[src/rtl/free_list_ctrl_pkg.sv]
// Shared constants, state encoding and helpers for the physical-register allocation controller.
package free_list_ctrl_pkg;

  localparam int TAG_W       = 7;
  localparam int NUM_PREGS   = 96;
  localparam int NUM_AREGS   = 32;
  localparam int FREE_MAX    = NUM_PREGS - NUM_AREGS;
  localparam int ISSUE_WIDTH = 2;

  typedef enum logic [1:0] {
    RUN    = 2'd0,
    REWIND = 2'd1,
    BLANK  = 2'd2
  } fl_state_t;

  // Dispatch and retire are 2-wide; an encoding of 3 behaves as the full width.
  function automatic logic [1:0] sat_issue(input logic [1:0] v);
    return (v > 2'(ISSUE_WIDTH)) ? 2'(ISSUE_WIDTH) : v;
  endfunction

endpackage

[src/rtl/free_list_ctrl_grant_calc.sv]
// Combinational grant/next-count evaluation for the RUN state of free_list_ctrl.
module fl_grant_calc #(
  parameter int CNT_W     = 7,
  parameter int MAX_COUNT = 64
) (
  input  logic [1:0]       req,
  input  logic [1:0]       retire,
  input  logic [CNT_W-1:0] count,
  output logic [1:0]       grant,
  output logic             stall,
  output logic [CNT_W-1:0] next_count,
  output logic             overflow
);
  import free_list_ctrl_pkg::*;

  logic [1:0]     req_eff;
  logic [1:0]     ret_eff;
  logic [CNT_W:0] avail;
  logic [CNT_W:0] sum;

  always_comb begin
    req_eff = sat_issue(req);
    ret_eff = sat_issue(retire);
    // Retiring tags are forwarded by the free list, so they count as available now.
    avail = {1'b0, count} + (CNT_W+1)'(ret_eff);
    if (avail < (CNT_W+1)'(req_eff)) begin
      grant = avail[1:0];
    end else begin
      grant = req_eff;
    end
    stall      = (grant < req_eff);
    sum        = avail - (CNT_W+1)'(grant);
    overflow   = (sum > (CNT_W+1)'(MAX_COUNT));
    next_count = overflow ? CNT_W'(MAX_COUNT) : sum[CNT_W-1:0];
  end

endmodule

[src/rtl/free_list_ctrl.sv]
// Free-list allocation controller: grants 0-2 tags per cycle and sequences mispredict recovery.
// Optional FL_STATS_EN adds stall-cycle and free-count low-water statistics.
//
// state  | meaning
// RUN    | normal allocation, grants from free count plus same-cycle retires
// REWIND | one-cycle fl_rewind pulse, free count reloaded to full
// BLANK  | grants suppressed for RECOVER_CYCLES cycles
module free_list_ctrl #(
  parameter int NUM_PREGS      = 96,
  parameter int NUM_AREGS      = 32,
  parameter int CNT_W          = 7,
  parameter int RECOVER_CYCLES = 2
) (
  input  logic             clock,
  input  logic             reset,
  input  logic [1:0]       id_req_num,
  input  logic [1:0]       rob_retire_num,
  input  logic             rob_flush,
  output logic [1:0]       fl_alloc_num,
  output logic             fl_rewind,
  output logic             id_stall,
  output logic [CNT_W-1:0] fl_free_count,
  output logic             fl_overflow_err
`ifdef FL_STATS_EN
  ,
  output logic [15:0]      stat_stall_cycles,
  output logic [CNT_W-1:0] stat_min_free
`endif
);
  import free_list_ctrl_pkg::*;

  localparam int FL_FREE_MAX = NUM_PREGS - NUM_AREGS;

  fl_state_t        state_q, state_d;
  logic [CNT_W-1:0] count_q, count_d;
  logic             err_q, err_d;
  logic [2:0]       blank_q, blank_d;

  logic [1:0]       calc_req;
  logic [1:0]       calc_grant;
  logic             calc_stall;
  logic [CNT_W-1:0] calc_next;
  logic             calc_ovf;

  logic [1:0]       alloc;
  logic             rewind;
  logic             stall;

  fl_grant_calc #(
    .CNT_W    (CNT_W),
    .MAX_COUNT(FL_FREE_MAX)
  ) u_grant_calc (
    .req       (calc_req),
    .retire    (rob_retire_num),
    .count     (count_q),
    .grant     (calc_grant),
    .stall     (calc_stall),
    .next_count(calc_next),
    .overflow  (calc_ovf)
  );

  always_comb begin
    state_d  = state_q;
    count_d  = count_q;
    err_d    = err_q;
    blank_d  = blank_q;
    calc_req = 2'd0;
    alloc    = 2'd0;
    rewind   = 1'b0;
    stall    = 1'b1;
    unique case (state_q)
      RUN: begin
        // A flush zeroes the request but older retires still return their tags.
        calc_req = rob_flush ? 2'd0 : id_req_num;
        alloc    = calc_grant;
        stall    = rob_flush | calc_stall;
        count_d  = calc_next;
        err_d    = err_q | calc_ovf;
        if (rob_flush) state_d = REWIND;
      end
      REWIND: begin
        rewind  = 1'b1;
        count_d = CNT_W'(FL_FREE_MAX);
        blank_d = 3'(RECOVER_CYCLES);
        state_d = rob_flush ? REWIND : BLANK;
      end
      BLANK: begin
        if (rob_flush) begin
          state_d = REWIND;
        end else begin
          blank_d = blank_q - 3'd1;
          if (blank_q <= 3'd1) state_d = RUN;
        end
      end
      default: state_d = RUN;
    endcase
  end

  always_ff @(posedge clock) begin
    if (!reset) begin
      state_q <= RUN;
      count_q <= CNT_W'(FL_FREE_MAX);
      err_q   <= 1'b0;
      blank_q <= 3'd0;
    end else begin
      state_q <= state_d;
      count_q <= count_d;
      err_q   <= err_d;
      blank_q <= blank_d;
    end
  end

  assign fl_alloc_num    = reset ? alloc : 2'd0;
  assign fl_rewind       = reset & rewind;
  assign id_stall        = ~reset | stall;
  assign fl_free_count   = count_q;
  assign fl_overflow_err = err_q;

`ifdef FL_STATS_EN
  logic [15:0]      stall_cnt_q, stall_cnt_d;
  logic [CNT_W-1:0] min_free_q, min_free_d;
  logic             run_stall;

  always_comb begin
    // Recovery stalls, including the flush cycle itself, are not counted.
    run_stall   = (state_q == RUN) && !rob_flush && calc_stall;
    stall_cnt_d = stall_cnt_q;
    if (run_stall && (stall_cnt_q != 16'hFFFF)) stall_cnt_d = stall_cnt_q + 16'd1;
    min_free_d  = (count_d < min_free_q) ? count_d : min_free_q;
  end

  always_ff @(posedge clock) begin
    if (!reset) begin
      stall_cnt_q <= 16'd0;
      min_free_q  <= CNT_W'(FL_FREE_MAX);
    end else begin
      stall_cnt_q <= stall_cnt_d;
      min_free_q  <= min_free_d;
    end
  end

  assign stat_stall_cycles = stall_cnt_q;
  assign stat_min_free     = min_free_q;
`else
  // Statistics counters are not built in this configuration.
`endif

endmodule

[config.mk]
export PLATFORM = sky130hd
export DESIGN_NAME = free_list_ctrl
export DESIGN_NICKNAME = d
export VERILOG_FILES = /design/src/rtl/free_list_ctrl_pkg.sv /design/src/rtl/free_list_ctrl_grant_calc.sv /design/src/rtl/free_list_ctrl.sv
export SDC_FILE = /design/constraint.sdc
export NUM_CORES = 1
export LEC_CHECK = 0
export ABC_AREA = 1
export CAP_MARGIN = 20
export CELL_PAD_IN_SITES_DETAIL_PLACEMENT = 1
export CELL_PAD_IN_SITES_GLOBAL_PLACEMENT = 1
export CORE_UTILIZATION = 40
export CTS_BUF_LIST = sky130_fd_sc_hd__clkbuf_8
export DETAILED_ROUTE_END_ITERATION = 8
export DONT_BUFFER_PORTS = 1
export GPL_TIMING_DRIVEN = 0
export PLACE_DENSITY_LB_ADDON = 0.1
export SLEW_MARGIN = 20
export SYNTH_ARGS = -nofsm -noshare
export SYNTH_HDL_FRONTEND = slang
export SYNTH_HIERARCHICAL = 1
export SYNTH_SLANG_ARGS = --single-unit
[constraint.sdc]
create_clock -name clock -period 3.89 [get_ports clock]
set_input_delay 0.5835 -clock clock [delete_from_list [all_inputs] [get_ports clock]]
set_output_delay 0.5835 -clock clock [all_outputs]
set_load 0.01 [all_outputs]
==> run_results.csv <==
group,metric,value,unit
route,drtAntennaViolNets,0,
setup_path,crit_buf_inv,4,
setup_path,critPathMostFrequentCell,"nor2_1",
setup_path,reg2reg_from,"fl_free_count[0]",
final_layout,stdcell_count,218,
route,vias_per_cell,5.06,
timing,slew_headroom,0.762,
yosys,synth_most_common_cell,"nand2_1",
cts,cts_sinks,13,
yosys,ys_seq_area_frac,0.235,
cts,htreeDepth,1,
die,initial_utilization,0.435,
power,power_density,560,nW/µm²
power,ir_worst_vdd,266,µV
final_layout,fin_nets,203,
yosys,syn_area,1110,µm²
setup_path,crit_start,"rob_retire_num[0]",
global_route,grt_pass1_vias,1041,
timing,setup_violations,0,
global_route,overflow,0,
yosys,synth-edff-count,0,
cts,numCtsBuffers,3,
global_route,track_usage,0.223,
yosys,synth-xor-area-share,0.0532,
setup_path,rr_endpoint,"fl_overflow_err",
route,first_pass_iters,4,
status,outcome,"complete, no violations",
yosys,yosysTopAreaCell,"dfxtp_1",
route,wl_per_cell,13.8,µm
min_path,holdPathStages,2,
cts,insertion_delay,0.25,ns
yosys,syn-num-nets,195,
yosys,synth_top_area_share,0.235,
power,p_int,371,µW
power,p_clk_frac,0.179,
die,fp.dieW,54.6,µm
setup_path,rr_worst_depth,21,
setup_path,arrival,3.74,ns
final_layout,area_growth,13.7,%
timing,tightest_slew,0.355,ns
timing,drv_slew,0,
placed_design,hpwl,2360,µm
yosys,synthMuxAreaShare,0,
power,p_leak,0.000629,µW
yosys,yosysWarnings,6,
power,share_seq_of_total_power,0.287,
die,core-area,2540,µm²
timing,fin_crit,3.60,ns
final_layout,fillCellCount,371,
cts,cts_tree,"yes",
cts,cts-root-buf,"clkbuf_8",
yosys,synthFlopType,"dfxtp_1",
timing,fmax,278,MHz
timing,fin_hold_ws,0.454,ns
yosys,yosys.area_share.simple,0.436,
die,rows,18,
min_path,min_from,"reset",
die,die_h,54.6,µm
yosys,synthAdderAreaFrac,0.0860,
final_layout,n_antenna_cell,0,
setup_path,end_kind,"register",
setup_path,slowest_delay,0.38,ns
die,ios,19,
timing,fin_skew,0.000849,ns
setup_path,worst_ep_required_time,4.03,ns
global_route,antenna_found_initial,0,
setup_path,cpLargestDelayFamily,"simple AND/OR/NAND/NOR gates",
power,comb_power_share,0.534,
yosys,synth.distinct_cells,26,
placed_design,place_congestion,0.892,
yosys,synth.cells.most_frequent,"nand2_1, inv_1, nor2_1, dfxtp_1, nand3_1",
setup_path,critical-path-slowest-cell,"fa_2",
route,vias,1102,
setup_path,start_kind,"primary input",
timing,hold_violations,0,
global_route,grt_max_degree,9,
yosys,syn_inst,181,
setup_path,path_cells,"inv_1 -> nor2_1 -> ha_2 -> inv_1 -> fa_2 -> nor2_4 -> buf_4 -> xor2_2 -> nor2_2 -> nand3_2 -> inv_1 -> nor2_1 -> a21oi_1 -> ha_1 -> nor2_4 -> xor2_2 -> nand3_1 -> nor2_1 -> nand3_1 -> o21bai_1 -> nand2_2 -> a31oi_1 -> nor2_1",
yosys,synth_top_family_by_area,"simple AND/OR/NAND/NOR gates",
placed_design,place_area,1140,µm²
min_path,hold_path.class,"in2reg",
placed_design,place_inst,211,
timing,fin_crit_sh,0.925,
setup_path,worst-path-max-fanout,6,
final_layout,finish.instance_area,1260,µm²
route,drt_iter0_markers,18,
global_route,grt_pass1_wl,4570,µm
cts,clk_pin_slew,0.06,ns
yosys,avgSynthCellArea,6.11,µm²
power,switching_share,0.474,
final_layout,drive_gt1_frac,0.186,
yosys,ys_seq_elements,13,
yosys,synth_compound_area_frac,0.0781,
route,drc,0,
setup_path,crit_type,"in2reg",
yosys,ys_top_cells_by_area,"dfxtp_1, nand2_1, inv_1",
min_path,hold_path_end,"state_q[1]",
power,p_sw,334,µW
setup_path,r2r_setup_slack,0.29,ns
cts,cts_hold_buf,0,
route,routed_wl,3000,µm
cts,clk_path_buf_depth,2,
job,maxCapViolCount,0,
placed_design,port_buffers,0,
die,dieArea,2980,µm²
yosys,async_reset_ff_frac,0,
-- worst max path at each step --
stage,end,slack (ns),cells after the start
6_report,fl_overflow_err,0.29,23
5_1_grt,fl_overflow_err,-0.03,23
4_1_cts,fl_overflow_err,0.06,20
3_5_place_dp,fl_overflow_err,-0.40,22
3_3_place_gp,fl_overflow_err,-0.29,22
2_1_floorplan,fl_overflow_err,0.16,22
-- power by group through the flow --
stage / combinational (µW) / sequential [µW] / clock (µW)
floorplan: 251 / 196 / 0
detailed placement: 317 / 205 / 0
global placement: 305 / 204 / 0
finish: 376 / 202 / 126
global route: 418 / 207 / 135
CTS: 326 / 203 / 130
-- state kept, by name (all words and copies together) (netlist names) --
| name | flops |
|---|---|
| state_q | 2 |
| fl_overflow_err | 1 |
| fl_free_count | 7 |
| blank_q | 3 |
-- cell usage in the layout (no fill, tap or decap) --
master and n:
a211oi_1 1, a21boi_2 1, a21oi_1 5, a21oi_2 1, a31oi_1 1, buf_4 3, clkbuf_8 3, clkinv_1 1
clkinv_2 1, dfxtp_1 13, fa_2 1, ha_1 5, ha_2 1, inv_1 29, inv_2 3, nand2_1 58
nand2_2 4, nand3_1 12, nand3_2 6, nor2_1 21, nor2_2 4, nor2_4 2, nor3_1 2, o21ai_0 1
o21ai_1 1, o21ai_2 1, o21bai_1 1, o22a_1 1, xnor2_1 1, xor2_2 4
-- worst register-to-register path, delay by kind of cell (launching register included) --
family | cells | cell delay (ns)
xor gates and xnor gates | 2 | 0.41
and+or+nand+nor | 10 | 1.13
AOI/OAI and AO/OA | 3 | 0.45
buffers and inverters | 3 | 0.26
adders and majority gates | 3 | 0.84
DFF | 1 | 0.41
-- area by class of cell --
class	count	area (µm²)	share of cell area
tap	30	37.5	0.0299
timing repair buffer	3	22.5	0.0179
clock inverter	1	5.00	0.00398
inverter	33	124	0.0985
clock buffer	3	41.3	0.0328
multi-input combinational	135	767	0.610
sequential	13	260	0.207
-- per-layer routing --
layer / global-route usage / vias up / wire [µm]
met3: 0.0278 / 4 / 82
met4: 0.0897 / 0 / 32
met5: 0 / - / 0
met1: 0.301 / 516 / 1450
li1: - / 567 / -
met2: 0.355 / 15 / 1430
-- logic make-up after synthesis --
kind of cell    count (synthesis)
simple gates                  109
flops                          13
fa+ha+maj                       7
xor+xnor                        5
buf+inv                        33
compound gates                 14
-- through the flow --
step            util  total power [µW]  setup slack [ns]  TNS (ns)
5_1_grt        0.494               760           -0.0321   -0.0470
2_1_floorplan      -               447             0.162         0
4_1_cts        0.471               660            0.0635         0
3_5_place_dp   0.449               522            -0.402     -2.05
6_report       0.494               705             0.292         0
3_3_place_gp   0.449               509            -0.287     -1.39
-- repair_timing --
action,CTS,global route
resized for setup,3,10
pin swaps,0,9
buffers inserted,0,3
endpoints found under the setup margin,6,6
(Power assumes the default switching activity.)
